File: config.mk
export PLATFORM = sky130hd
export DESIGN_NAME = vram_access_scheduler
export DESIGN_NICKNAME = d
export VERILOG_FILES = /design/src/rtl/vram_access_scheduler.sv
export SDC_FILE = /design/constraint.sdc
export NUM_CORES = 1
export LEC_CHECK = 0
export ABC_AREA = 0
export CAP_MARGIN = 0
export CORE_ASPECT_RATIO = 0.8
export CORE_MARGIN = 5
export CORE_UTILIZATION = 40
export DETAILED_ROUTE_END_ITERATION = 7
export GPL_ROUTABILITY_DRIVEN = 0
export PLACE_DENSITY = 0.7
export SYNTH_ARGS = -nofsm -noshare
export SYNTH_HDL_FRONTEND = slang
export SYNTH_SLANG_ARGS = --single-unit
File: constraint.sdc
create_clock -name clock -period 5.2 [get_ports clock]
set_input_delay 1.3 -clock clock [delete_from_list [all_inputs] [get_ports clock]]
set_output_delay 1.3 -clock clock [all_outputs]
set_load 0.005 [all_outputs]
File: src/rtl/vram_access_scheduler.sv
// Single-port VRAM sequencer: arbitrates render fetch, CPU data-register traffic
// and VRAM-to-VRAM DMA onto one access per clock (render > CPU > DMA).
module vram_access_scheduler #(
   parameter int ADDR_W = 16,
   parameter int DATA_W = 16
) (
   input  logic              clock,
   input  logic              reset,
   input  logic              ren_req,
   input  logic [ADDR_W-1:0] ren_addr,
   output logic [DATA_W-1:0] ren_data,
   output logic              ren_valid,
   input  logic              cpu_wr_req,
   input  logic [ADDR_W-1:0] cpu_wr_addr,
   input  logic [DATA_W-1:0] cpu_wr_data,
   input  logic              cpu_rd_req,
   input  logic [ADDR_W-1:0] cpu_rd_addr,
   output logic              cpu_busy,
   output logic [DATA_W-1:0] cpu_rd_data,
   output logic              cpu_rd_valid,
   input  logic              dma_start,
   input  logic [ADDR_W-1:0] dma_src,
   input  logic [ADDR_W-1:0] dma_dst,
   input  logic [ADDR_W-1:0] dma_len,
   input  logic              dma_src_dec,
   input  logic              dma_dst_dec,
   output logic              dma_busy,
   output logic              dma_done,
   output logic [1:0]        dma_state,
   output logic [ADDR_W-1:0] vram_addr,
   output logic              vram_we,
   output logic [DATA_W-1:0] vram_wdata,
   input  logic [DATA_W-1:0] vram_rdata
);

   typedef enum logic [1:0] {
      DMA_IDLE = 2'd0,
      DMA_RD   = 2'd1,
      DMA_WAIT = 2'd2,
      DMA_WR   = 2'd3
   } dma_state_t;

   localparam logic [ADDR_W-1:0] ONE = ADDR_W'(1);

   dma_state_t        state_q, state_d;
   logic              wr_pend_q, rd_pend_q;
   logic [ADDR_W-1:0] wr_addr_q, rd_addr_q;
   logic [DATA_W-1:0] wr_data_q;
   logic              rd_inflight_q;
   logic [DATA_W-1:0] rd_hold_q;
   logic              ren_valid_q;
   logic [ADDR_W-1:0] src_q, dst_q, cnt_q;
   logic              src_dec_q, dst_dec_q;
   logic [DATA_W-1:0] buf_q;
   logic              cpu_wr_go, cpu_rd_go, dma_slot, dma_rd_go, dma_wr_go;
   logic [ADDR_W-1:0] src_step, dst_step;

   // Request semantics: cpu_wr_req / cpu_rd_req / dma_start are single-cycle pulses
   // accepted only while the matching busy output is low; pulses seen while busy
   // are dropped. ren_req is never stalled and owns the port in the cycle it is high.
   assign cpu_busy  = wr_pend_q | rd_pend_q;
   assign cpu_wr_go = !ren_req && wr_pend_q;
   assign cpu_rd_go = !ren_req && !wr_pend_q && rd_pend_q;
   assign dma_slot  = !ren_req && !cpu_busy;
   assign dma_rd_go = dma_slot && (state_q == DMA_RD);
   assign dma_wr_go = dma_slot && (state_q == DMA_WR);
   assign src_step  = src_dec_q ? (src_q - ONE) : (src_q + ONE);
   assign dst_step  = dst_dec_q ? (dst_q - ONE) : (dst_q + ONE);

   always_comb begin
      vram_addr  = '0;
      vram_we    = 1'b0;
      vram_wdata = '0;
      if (ren_req) begin
         vram_addr = ren_addr;
      end else if (cpu_wr_go) begin
         vram_addr  = wr_addr_q;
         vram_we    = 1'b1;
         vram_wdata = wr_data_q;
      end else if (cpu_rd_go) begin
         vram_addr = rd_addr_q;
      end else if (dma_rd_go) begin
         vram_addr = src_q;
      end else if (dma_wr_go) begin
         vram_addr  = dst_q;
         vram_we    = 1'b1;
         vram_wdata = buf_q;
      end
   end

   // Read data comes straight off the macro in the return cycle; the CPU copy is
   // then held in rd_hold_q until the next CPU read returns.
   assign ren_valid    = ren_valid_q;
   assign ren_data     = ren_valid_q ? vram_rdata : '0;
   assign cpu_rd_valid = rd_inflight_q;
   assign cpu_rd_data  = rd_inflight_q ? vram_rdata : rd_hold_q;
   assign dma_busy     = (state_q != DMA_IDLE);
   assign dma_state    = state_q;

   always_comb begin
      state_d  = state_q;
      dma_done = 1'b0;
      case (state_q)
         DMA_IDLE: if (dma_start) state_d = DMA_RD;
         DMA_RD:   if (dma_rd_go) state_d = DMA_WAIT;
         DMA_WAIT: state_d = DMA_WR;
         DMA_WR: begin
            if (dma_wr_go) begin
               if (cnt_q == '0) begin
                  dma_done = 1'b1;
                  state_d  = DMA_IDLE;
               end else begin
                  state_d = DMA_RD;
               end
            end
         end
         default: state_d = DMA_IDLE;
      endcase
   end

   always_ff @(posedge clock or posedge reset) begin
      if (reset) state_q <= DMA_IDLE;
      else       state_q <= state_d;
   end

   always_ff @(posedge clock or posedge reset) begin
      if (reset) begin
         wr_pend_q     <= 1'b0;
         rd_pend_q     <= 1'b0;
         wr_addr_q     <= '0;
         wr_data_q     <= '0;
         rd_addr_q     <= '0;
         rd_inflight_q <= 1'b0;
         rd_hold_q     <= '0;
         ren_valid_q   <= 1'b0;
      end else begin
         ren_valid_q   <= ren_req;
         rd_inflight_q <= cpu_rd_go;
         if (rd_inflight_q) rd_hold_q <= vram_rdata;
         if (!cpu_busy) begin
            if (cpu_wr_req) begin
               wr_pend_q <= 1'b1;
               wr_addr_q <= cpu_wr_addr;
               wr_data_q <= cpu_wr_data;
            end
            if (cpu_rd_req) begin
               rd_pend_q <= 1'b1;
               rd_addr_q <= cpu_rd_addr;
            end
         end else begin
            if (cpu_wr_go) wr_pend_q <= 1'b0;
            if (cpu_rd_go) rd_pend_q <= 1'b0;
         end
      end
   end

   always_ff @(posedge clock or posedge reset) begin
      if (reset) begin
         src_q     <= '0;
         dst_q     <= '0;
         cnt_q     <= '0;
         src_dec_q <= 1'b0;
         dst_dec_q <= 1'b0;
         buf_q     <= '0;
      end else begin
         if (state_q == DMA_IDLE && dma_start) begin
            src_q     <= dma_src;
            dst_q     <= dma_dst;
            cnt_q     <= dma_len;
            src_dec_q <= dma_src_dec;
            dst_dec_q <= dma_dst_dec;
         end
         if (state_q == DMA_WAIT) buf_q <= vram_rdata;
         if (dma_wr_go) begin
            src_q <= src_step;
            dst_q <= dst_step;
            if (cnt_q != '0) cnt_q <= cnt_q - ONE;
         end
      end
   end

endmodule

==> results of run 1 <==
cell usage in the layout (no fill, tap or decap), types with 18 or more instances in the layout:
master           instances
mux2_2                  81
a21oi_1                 43
ha_1                    35
xnor2_1                 18
o21ai_0                 53
clkdlybuf4s50_1        207
nor2_1                  50
inv_1                   18
and2_1                  23
nand2_1                108
a31oi_1                 22
dfrtp_1                136
logic make-up (layout without fill, tap and decap cells):
logic type	count (synthesis)	after routing	share of synthesized area [%]
flip-flops	136	136	42.86
adder cells (fa/ha/maj)	37	37	6.020
multiplexers	91	91	12.75
buffers and inverters	64	275	3.089
AO/OA/AOI/OAI	220	220	18.97
AND/OR/NAND/NOR	236	236	13.66
XOR/XNOR	24	24	2.647
stage by stage:
step	util (%)	std cells	setup WS, ns	hold slack, ns
6_report	55.38	1283	0.4354	0.4938
5_1_grt	55.38	1283	0.2835	0.5049
4_1_cts	55.38	1283	0.4192	0.4977
3_5_place_dp	52.39	1251	0.4317	0.4842
3_3_place_gp	52.39	1251	0.4880	0.4791
2_1_floorplan	-	808	0.2605	0.4781
critical path: cells and delay by family:
kind | cells | cell delay (ns)
AO/OA/AOI/OAI | 4 | 0.75
buffers and inverters | 2 | 1.05
AND/OR/NAND/NOR | 2 | 0.36
final cells by class:
cell class                      count  area [um2]
Fill cell                        1792        8782
Inverter                           19       76.32
Timing Repair Buffer              224        2200
Clock buffer                       19       452.9
Sequential cell                   136        3403
Tap cell                          264       330.3
Clock inverter                     13       136.4
Multi-Input combinational cell    608        4303
power by group through the flow:
stage	registers (W)	clock network (W)	logic [W]
global placement	0.00210	0	0.00336
floorplan	0.00189	0	0.00246
finish	0.00209	0.00120	0.00344
global route	0.00216	0.00128	0.00381
detailed placement	0.00210	0	0.00342
CTS	0.00208	0.00122	0.00344
registers in the layout, summed over array words and instances (netlist names):
name and flops:
buf_q 16, cnt_q 16, dst_q 16, rd_addr_q 16, rd_hold_q 16, src_q 16
wr_addr_q 16, wr_data_q 16, dma_state 2, cpu_rd_valid 1, dst_dec_q 1, rd_pend_q 1
ren_valid 1, src_dec_q 1, wr_pend_q 1
how the worst max path moves through the flow:
stage	end	start	slack (ns)	cells after the start
2_1_floorplan	buf_q[0]$_DFFE_PP0N_	reset	0.26	1
3_3_place_gp	vram_addr[15]	ren_req	0.49	8
3_5_place_dp	vram_addr[15]	ren_req	0.43	8
4_1_cts	vram_addr[15]	ren_req	0.42	8
5_1_grt	vram_addr[15]	ren_req	0.28	9
6_report	vram_addr[15]	ren_req	0.44	8
metal layers:
metal | routed length, um | share of wire, %
met2 | 10620 | 45
met1 | 11310 | 47
met4 | 325 | 1.4
met3 | 1567 | 6.6
met5 | 0 | 0
==> results by group, run 1 <==
Critical path
  • Reg2reg start: wr_pend_q$_DFFE_PP0P_
  • Crit path top cell by count: clkdlybuf4s50_1
  • CP max stage cell: clkdlybuf4s50_1
  • Worst reg-to-reg path cell count: 7
  • Critical path class: input port to output pin
  • Reg2reg setup slack: 2.19 ns
  • Worst Path Required: 3.90 ns
  • CP max FO: 5
  • Crit-path cells: clkdlybuf4s50_1 -> nor3_1 -> and2_1 -> a22o_1 -> a2bb2oi_1 -> a211oi_1 -> a21oi_1 -> clkdlybuf4s50_1
  • Crit Reg-Reg Endpoint: cnt_q[3]$_DFF_PP0_
  • Critical Path End Type: output pin
  • CP startpoint kind: input port
  • Slowest cell delay on critical path: 0.60 ns
  • Arrival @ worst endpoint: 3.46 ns

Yosys
  • Synth warn: 0
  • Synth area leaders: dfrtp_1, mux2_2, ha_1, nand2_1, o21ai_0
  • Fraction of registers with async set/reset: 100.0%
  • Syn Nets: just under 1000
  • Share of the synthesized area in the top cell type: 42.86%
  • Most frequent cells after synthesis: dfrtp_1, nand2_1, mux2_2, o21ai_0, nor2_1
  • Most frequent cell after synthesis: dfrtp_1
  • Netlist Area Pre-Place: 7940 um2
  • Yosys top cell by area: dfrtp_1
  • Post-synthesis sequential area ratio: 42.86%
  • Top_reg_cell synth: dfrtp_1
  • Post-Syn Area per Cell: 9.827 um2
  • #FFs+latches synth: between 100 and 150
  • Gate Count Post-Synth: 808
  • Post-synth EDFFs: 0
  • Synth cell types: 57

Floorplan
  • IO Pins: 208
  • Row cnt: 46
  • Die outline height: 136.0 um
  • Die W: 167.5 um
  • Starting Density: 40.34%
  • Core ar.: 19680 um2
  • Total Die Area: between 20000 and 25000 um2

Timing
  • Hold Fails Final Rpt: 0
  • Post-route minimum period: 4.765 ns
  • Final Max Slew Viols: 0
  • Fmax: 0.2099 GHz
  • Setup TNS: 0 ns
  • Clock Skews: 0.01444 ns
  • Least-Margin Pin Slew: between 1 and 1.5 ns
  • Unrepaired setup endpoints after global routing: no
  • Fin crit share: 91.63%
  • Slew margin rel.: 27.44%
  • Final setup vio count: 0

Layout
  • Area Growth Syn to Fin: 37.30%
  • Nets: ~1200
  • Share of layout cells above drive strength 1: 14.13%
  • Final Cell Area: 10900 um2
  • Number of diodes: 0

GRT
  • First-pass GRT wire length: 38.16 mm
  • GR Util met1: 29.70%
  • Grt peak-use layer: met2
  • Initial antenna violation count: 0
  • Pin count of the biggest net entering global routing: 92
  • Met2 Usage GRT: 33.25%
  • Vias in the first global route: 6903
  • Global routing usage on met3: under 10%
  • Total Routing Usage GR: a little over a fifth
  • Total grt overflow: 0

Clock tree
  • Num CTS Buffers: 17
  • Worst skew pair latency: 0.42 ns
  • CTS Hold Bufs: 0
  • CTS tree: built
  • CTS clk-pin slew, worst paths: 0.06 ns
  • Post-CTS setup buffer count: 0
  • Clock Path Buffers: 2
  • CTS root buffer: clkbuf_16
  • Cts repair resizes: 0
  • Htree depth: 4
  • # clock sinks: 136

Hold path
  • Worst Hold Depth: 1
  • Worst hold path endpoint: rd_hold_q[9]$_DFF_PP0_
  • Worst hold start: rd_hold_q[9]$_DFF_PP0_
  • Class of the worst hold path: flip-flop to flip-flop

Route
  • First-pass DRT Iterations: 5
  • Total Wirelength: 23.83 mm
  • Wire per inst: 18.57 um
  • Vias: 6935
  • Drt drc: 0
  • Post-route ant nets: 0
  • DRT iter0 DRCs: around 620
  • DR vias/cell: 5.405

Run status
  • Outcome: finished clean

Power and ir drop
  • Total power draw: 0.006728 W
  • LEAKAGE: 4.570 nW
  • Worst vdd ir: 0.2708 mV
  • Logic pwr share: 51.2%
  • Fraction of power spent switching nets: roughly two fifths
  • Pwr dens: between 600 and 700 nW/um2
  • Switching pwr: 0.002646 W
  • P_int: 0.004081 W
  • Sequential share of power: 31.0%
  • Clock power frac: 17.8%

Placed design
  • Detailed Place HPWL: 17.60 mm
  • Post-DP Area: 10310 um2
  • Number of I/O port buffers: 207

Job
  • # Max-Cap Violations: 0
Power figures use the tool's default switching activity.
==> run 2: changes to the inputs <==
PLACE_DENSITY = default   (was 0.7)
PLACE_DENSITY_LB_ADDON = 0.05   (was default)
==> run 2 against run 1 <==
Net effect: maximum frequency decreased by 1.9%; flip-flop and latch count unchanged; critical path type unchanged; highest routed layer unchanged; non-clock buffer count decreased by 2; count of clock-buffer cells in the layout unchanged; register-to-register slack improved by 0.10 ns; largest power group unchanged; die area unchanged; global-route usage decreased by 0.89 points; worst setup slack got worse by 0.094 ns; design area decreased by 0.46%; clock power decreased by 5%.
==> results by group, run 2 (same netlist as run 1, synthesis figures left out) <==
Run status
  • Outcome: finished clean (unchanged)

Timing
  • Slew margin rel.: 37.11% (was 27.44%)
  • Post-route minimum period: 4.859 ns (was 4.765 ns)
  • Final Max Slew Viols: 0 (unchanged)
  • Fin crit share: 93.44% (was 91.63%)
  • Final setup vio count: 0 (unchanged)
  • Hold slack: 0.4954 ns (was 0.4938 ns)
  • Setup TNS: 0 ns (unchanged)
  • Unrepaired setup endpoints after global routing: no (unchanged)
  • Least-Margin Pin Slew: 0.9434 ns (was 1.088 ns)
  • Hold Fails Final Rpt: 0 (unchanged)
  • Fmax: 0.2058 GHz (was 0.2099 GHz)
  • Clock Skews: 0.007900 ns (was 0.01444 ns)

Route
  • Wire per inst: 18.16 um (was 18.57 um)
  • Post-route ant nets: 0 (unchanged)
  • DRT iter0 DRCs: 338 (was 619)
  • First-pass DRT Iterations: 4 (was 5)
  • Drt drc: 0 (unchanged)
  • DR vias/cell: 5.258 (was 5.405)
  • Vias: 6736 (was 6935)
  • Total Wirelength: 23.27 mm (was 23.83 mm)

Critical path
  • Worst setup path start: ren_req (unchanged)
  • CP max FO: 10 (was 5)
  • Reg2reg start: src_dec_q$_DFFE_PP0P_ (was wr_pend_q$_DFFE_PP0P_)
  • Critical path class: input port to output pin (unchanged)
  • Critical Path End Type: output pin (unchanged)
  • Worst Path Required: 3.90 ns (about the same)
  • CP startpoint kind: input port (unchanged)
  • Arrival @ worst endpoint: 3.56 ns (was 3.46 ns)

GRT
  • Vias in the first global route: 6690 (was 6903)
  • Total grt overflow: 0 (unchanged)
  • First-pass GRT wire length: 37.00 mm (was 38.16 mm)
  • Initial antenna violation count: 0 (unchanged)
  • Pin count of the biggest net entering global routing: 101 (was 92)
  • Total Routing Usage GR: 20.39% (was 21.28%)

Job
  • # Max-Cap Violations: 0 (unchanged)

Power and ir drop
  • LEAKAGE: 4.532 nW (was 4.570 nW)
  • Pwr dens: 608.8 nW/um2 (was 617.1 nW/um2)
  • Total power draw: 0.006607 W (was 0.006728 W)
  • Worst vdd ir: 0.2459 mV (was 0.2708 mV)

Layout
  • Share of layout cells above drive strength 1: 13.86% (was 14.13%)
  • Final Cell Area: 10850 um2 (was 10900 um2)
  • Area Growth Syn to Fin: 36.67% (was 37.30%)
  • Commonest non-fill, non-tap cells in the layout: clkdlybuf4s50_1, dfrtp_1, nand2_1 (unchanged)
  • Nets: 1177 (was 1179)
  • Most common cell after layout, fill and taps aside: clkdlybuf4s50_1 (unchanged)
  • Number of diodes: 0 (unchanged)

Placed design
  • Post-DP Area: 10300 um2 (was 10310 um2)
  • Detailed Place HPWL: 17.05 mm (was 17.60 mm)
  • Number of I/O port buffers: 207 (unchanged)

Floorplan
  • IO Pins: 208 (unchanged)
  • Die W: 167.5 um (unchanged)
  • Row cnt: 46 (unchanged)
  • Core ar.: 19680 um2 (unchanged)
  • Starting Density: 40.34% (unchanged)
  • Total Die Area: 22790 um2 (unchanged)
  • Die outline height: 136.0 um (unchanged)

Clock tree
  • Worst skew pair latency: 0.42 ns (about the same)
  • # clock sinks: 136 (unchanged)
  • CTS Hold Bufs: 0 (unchanged)
  • CTS tree: built (unchanged)
  • Cts repair resizes: 0 (unchanged)
  • CTS clk-pin slew, worst paths: 0.06 ns (about the same)
  • Num CTS Buffers: 17 (unchanged)
  • CTS root buffer: clkbuf_16 (unchanged)
  • Post-CTS setup buffer count: 0 (unchanged)
  • Clock Path Buffers: 2 (unchanged)
  • Htree depth: 4 (unchanged)

Hold path
  • Worst hold start: rd_hold_q[15]$_DFF_PP0_ (was rd_hold_q[9]$_DFF_PP0_)
  • Class of the worst hold path: flip-flop to flip-flop (unchanged)
==> run 2: per-stage QoR <==
step	cells	util [%]	setup slack [ns]
after floorplan	808	-	0.2605
after global placement	1249	52.31	0.3574
after detailed placement	1249	52.31	0.3451
after CTS	1281	55.13	0.3345
after global routing	1281	55.13	0.1757
final	1281	55.13	0.3409
==> run 2: where the power goes <==
group          internal [W]  switching (W)
registers           0.00159       0.000466
clock network      0.000635       0.000501
logic               0.00179        0.00163
==> run 2: worst paths after layout <==
kind                       slack (ns)                        to  cells after the start
hold reg to reg                  0.50   rd_hold_q[15]$_DFF_PP0_                      1
setup / recovery                 0.34             vram_addr[15]                      8
hold / removal                   0.50   rd_hold_q[15]$_DFF_PP0_                      1
setup reg to reg                 2.29     src_q[15]$_DFFE_PP0P_                      8
min in group asynchronous        1.47  wr_data_q[1]$_DFFE_PP0P_                      2
max in group asynchronous        2.88  wr_data_q[5]$_DFFE_PP0P_                      3
==> run 2: area by class of cell <==
cell class	instances	area [um2]
Inverter	19	76.32
Multi-Input combinational cell	608	4303
Tap cell	264	330.3
Clock inverter	13	111.4
Sequential cell	136	3403
Fill cell	1828	8832
Clock buffer	19	442.9
Timing Repair Buffer	222	2185
==> run 2: worst max-delay path, cell delays in order <==
cell             delay (ns)
clkdlybuf4s50_1        0.46
nor3_1                 0.23
and2_1                 0.46
a22o_1                 0.20
a2bb2oi_1              0.15
a211oi_1               0.09
a21oi_1                0.16
clkdlybuf4s50_1        0.51
==> run 2: metal layers <==
layer  track usage [%]  part of all wire, %
met1             28.00                   48
met2             33.88                   47
met3             4.186                  4.9
met4             3.921                 0.63
met5                 0                    0
==> patch: new RTL, settings of run 2 <==
Set the parameter `ADDR_W` to 17 (it was 16).
--- a/src/rtl/vram_access_scheduler.sv
+++ b/src/rtl/vram_access_scheduler.sv
@@ -2,5 +2,5 @@
 // and VRAM-to-VRAM DMA onto one access per clock (render > CPU > DMA).
 module vram_access_scheduler #(
-   parameter int ADDR_W = 16,
+   parameter int ADDR_W = 17,
    parameter int DATA_W = 16
 ) (
Ports: changed (7 resized); port bits go from 208 to 215. No check against the original RTL was run, so the function may have changed too.
==> patch against run 2 <==
Total power is 6.1% higher. Setup slack worse by 0.098 ns. Wire length grew 7.9%. Synthesized area up 6.2%. Design area grew 5.4%. Highest routed layer is now met5. First-iteration DRC count rose by 28%. Count of clock-buffer cells in the layout is 1 lower. Sequential cell count up 5. Critical path depth is the same. Sequential power rose by 6%. Via count up 6.7%.
==> patch: results <==
export IMPL_outcome="finished, final reports clean"
export IMPL_routed_wl_um=25100
export IMPL_clk_share_pct=5.35
export IMPL_port_buffer_count=214
export IMPL_initialDrtViolationCount=433
export IMPL_worst_path_max_fanout=9
export IMPL_post_place_ws_ns=0.271
export IMPL_grt_max_degree=85
export IMPL_placedCellCount=1301
export IMPL_nNetsFinal=1232
export IMPL_syn_nets=1031
export IMPL_post_route_min_period_ns=4.96
export IMPL_synth_cell_types=71
export IMPL_dp_hpwl_um=18500
export IMPL_drive_gt1_share_pct=14.7
export IMPL_rr_worst_depth=7
export IMPL_ys_seq_area_share_pct=41.8
export IMPL_insertedDiodeCount=1
export IMPL_routed_via_density=5.39
export IMPL_final_cells=1334
export IMPL_met1_length_um=11700
export IMPL_worstReg2RegStart="dst_dec_q"
export IMPL_wl_met3_um=1400
export IMPL_first_global_vias=7194
export IMPL_route_met2_wl_um=11500
export IMPL_use_met2_pct=32.8
export IMPL_grtUsageTotal_pct=21.0
export IMPL_use_met3_pct=4.23
export IMPL_slowest_stage="clkdlybuf4s50_1"
export IMPL_grt_antenna_before_repair=2
export IMPL_layout_nonclk_buf_share_pct=19.6
export IMPL_endpoint="vram_addr[11]"
export IMPL_cellPowerDensity_nw_per_um2=613
export IMPL_multi_input_gates=649
export IMPL_slew_headroom_pct=27.9
export IMPL_ff2ff_setup_slack_ns=2.35
export IMPL_fin_worst_skew_ns=0.0144
export IMPL_cts_sinks=141
export IMPL_dpl_cell_area_um2=10800
export IMPL_max_stage_delay_ns=0.52
export IMPL_p_leak_uw=0.00478
export IMPL_yosys_top_cells_count="dfrtp_1, nand2_1, mux2_2"
export IMPL_maxUsedRoutingLayer="met5"
export IMPL_met1_usage_pct=29.6
export IMPL_r2r_end="dst_q[10]"
export IMPL_drtPass1Iterations=6
export IMPL_multi_input_area_share_pct=40.7
export IMPL_buffers=226
export IMPL_n_fill_cell=1881
export IMPL_ir_worst_vdd_mv=0.301
export IMPL_seqAreaFraction_pct=30.8
export IMPL_grt_pass1_wl_um=39800
export IMPL_worstPathArrival_ns=3.66
export IMPL_n_clock_buffer=18
[patch: cell types whose count changed after synthesis, sizes merged, moves of 4 or more]
cell    delta
nor2       +5
xnor2      +4
a21o       +8
inv        -4
a211oi     +9
clkbuf    -12
a21boi     +4
mux2i      -6
buf       +11
nand2      +5
nor3       +7
dfrtp      +5
[patch: how the worst min path moves through the flow]
| stage | startpoint | endpoint | slack (ns) | cells after the start |
|---|---|---|---|---|
| 2_1_floorplan | cnt_q[15] | cnt_q[15] | 0.47 | 1 |
| 3_3_place_gp | rd_hold_q[2] | rd_hold_q[2] | 0.48 | 1 |
| 3_5_place_dp | rd_hold_q[6] | rd_hold_q[6] | 0.48 | 1 |
| 4_1_cts | rd_hold_q[6] | rd_hold_q[6] | 0.50 | 1 |
| 5_1_grt | rd_hold_q[12] | rd_hold_q[12] | 0.51 | 1 |
| 6_report | rd_hold_q[6] | rd_hold_q[6] | 0.49 | 1 |
[patch: power breakdown]
group | switching (uW) | leakage, uW | internal [uW] | total [uW]
Combinational | 1710 | 0.00281 | 1850 | 3550
Sequential | 538 | 0.00167 | 1650 | 2180
Clock | 536 | 0.000295 | 739 | 1280
Total | 2780 | 0.00478 | 4230 | 7010
[patch: cells by family (layout without fill, tap and decap cells)]
kind of cell,after synthesis,count (layout),share of synthesized area [%]
AND/OR/NAND/NOR,253,253,14.4
AO/OA/AOI/OAI,243,243,20.3
flip-flops,141,141,41.8
multiplexers,88,88,11.7
buffers and inverters,60,274,3.13
adder cells (fa/ha/maj),39,39,5.96
XOR/XNOR,26,26,2.70
other,0,1,0
[patch: worst max-delay path: cells and delay by family]
family	cells	cell delay [ns]
buf+inv	2	1.01
simple gates	3	0.62
compound gates	3	0.73
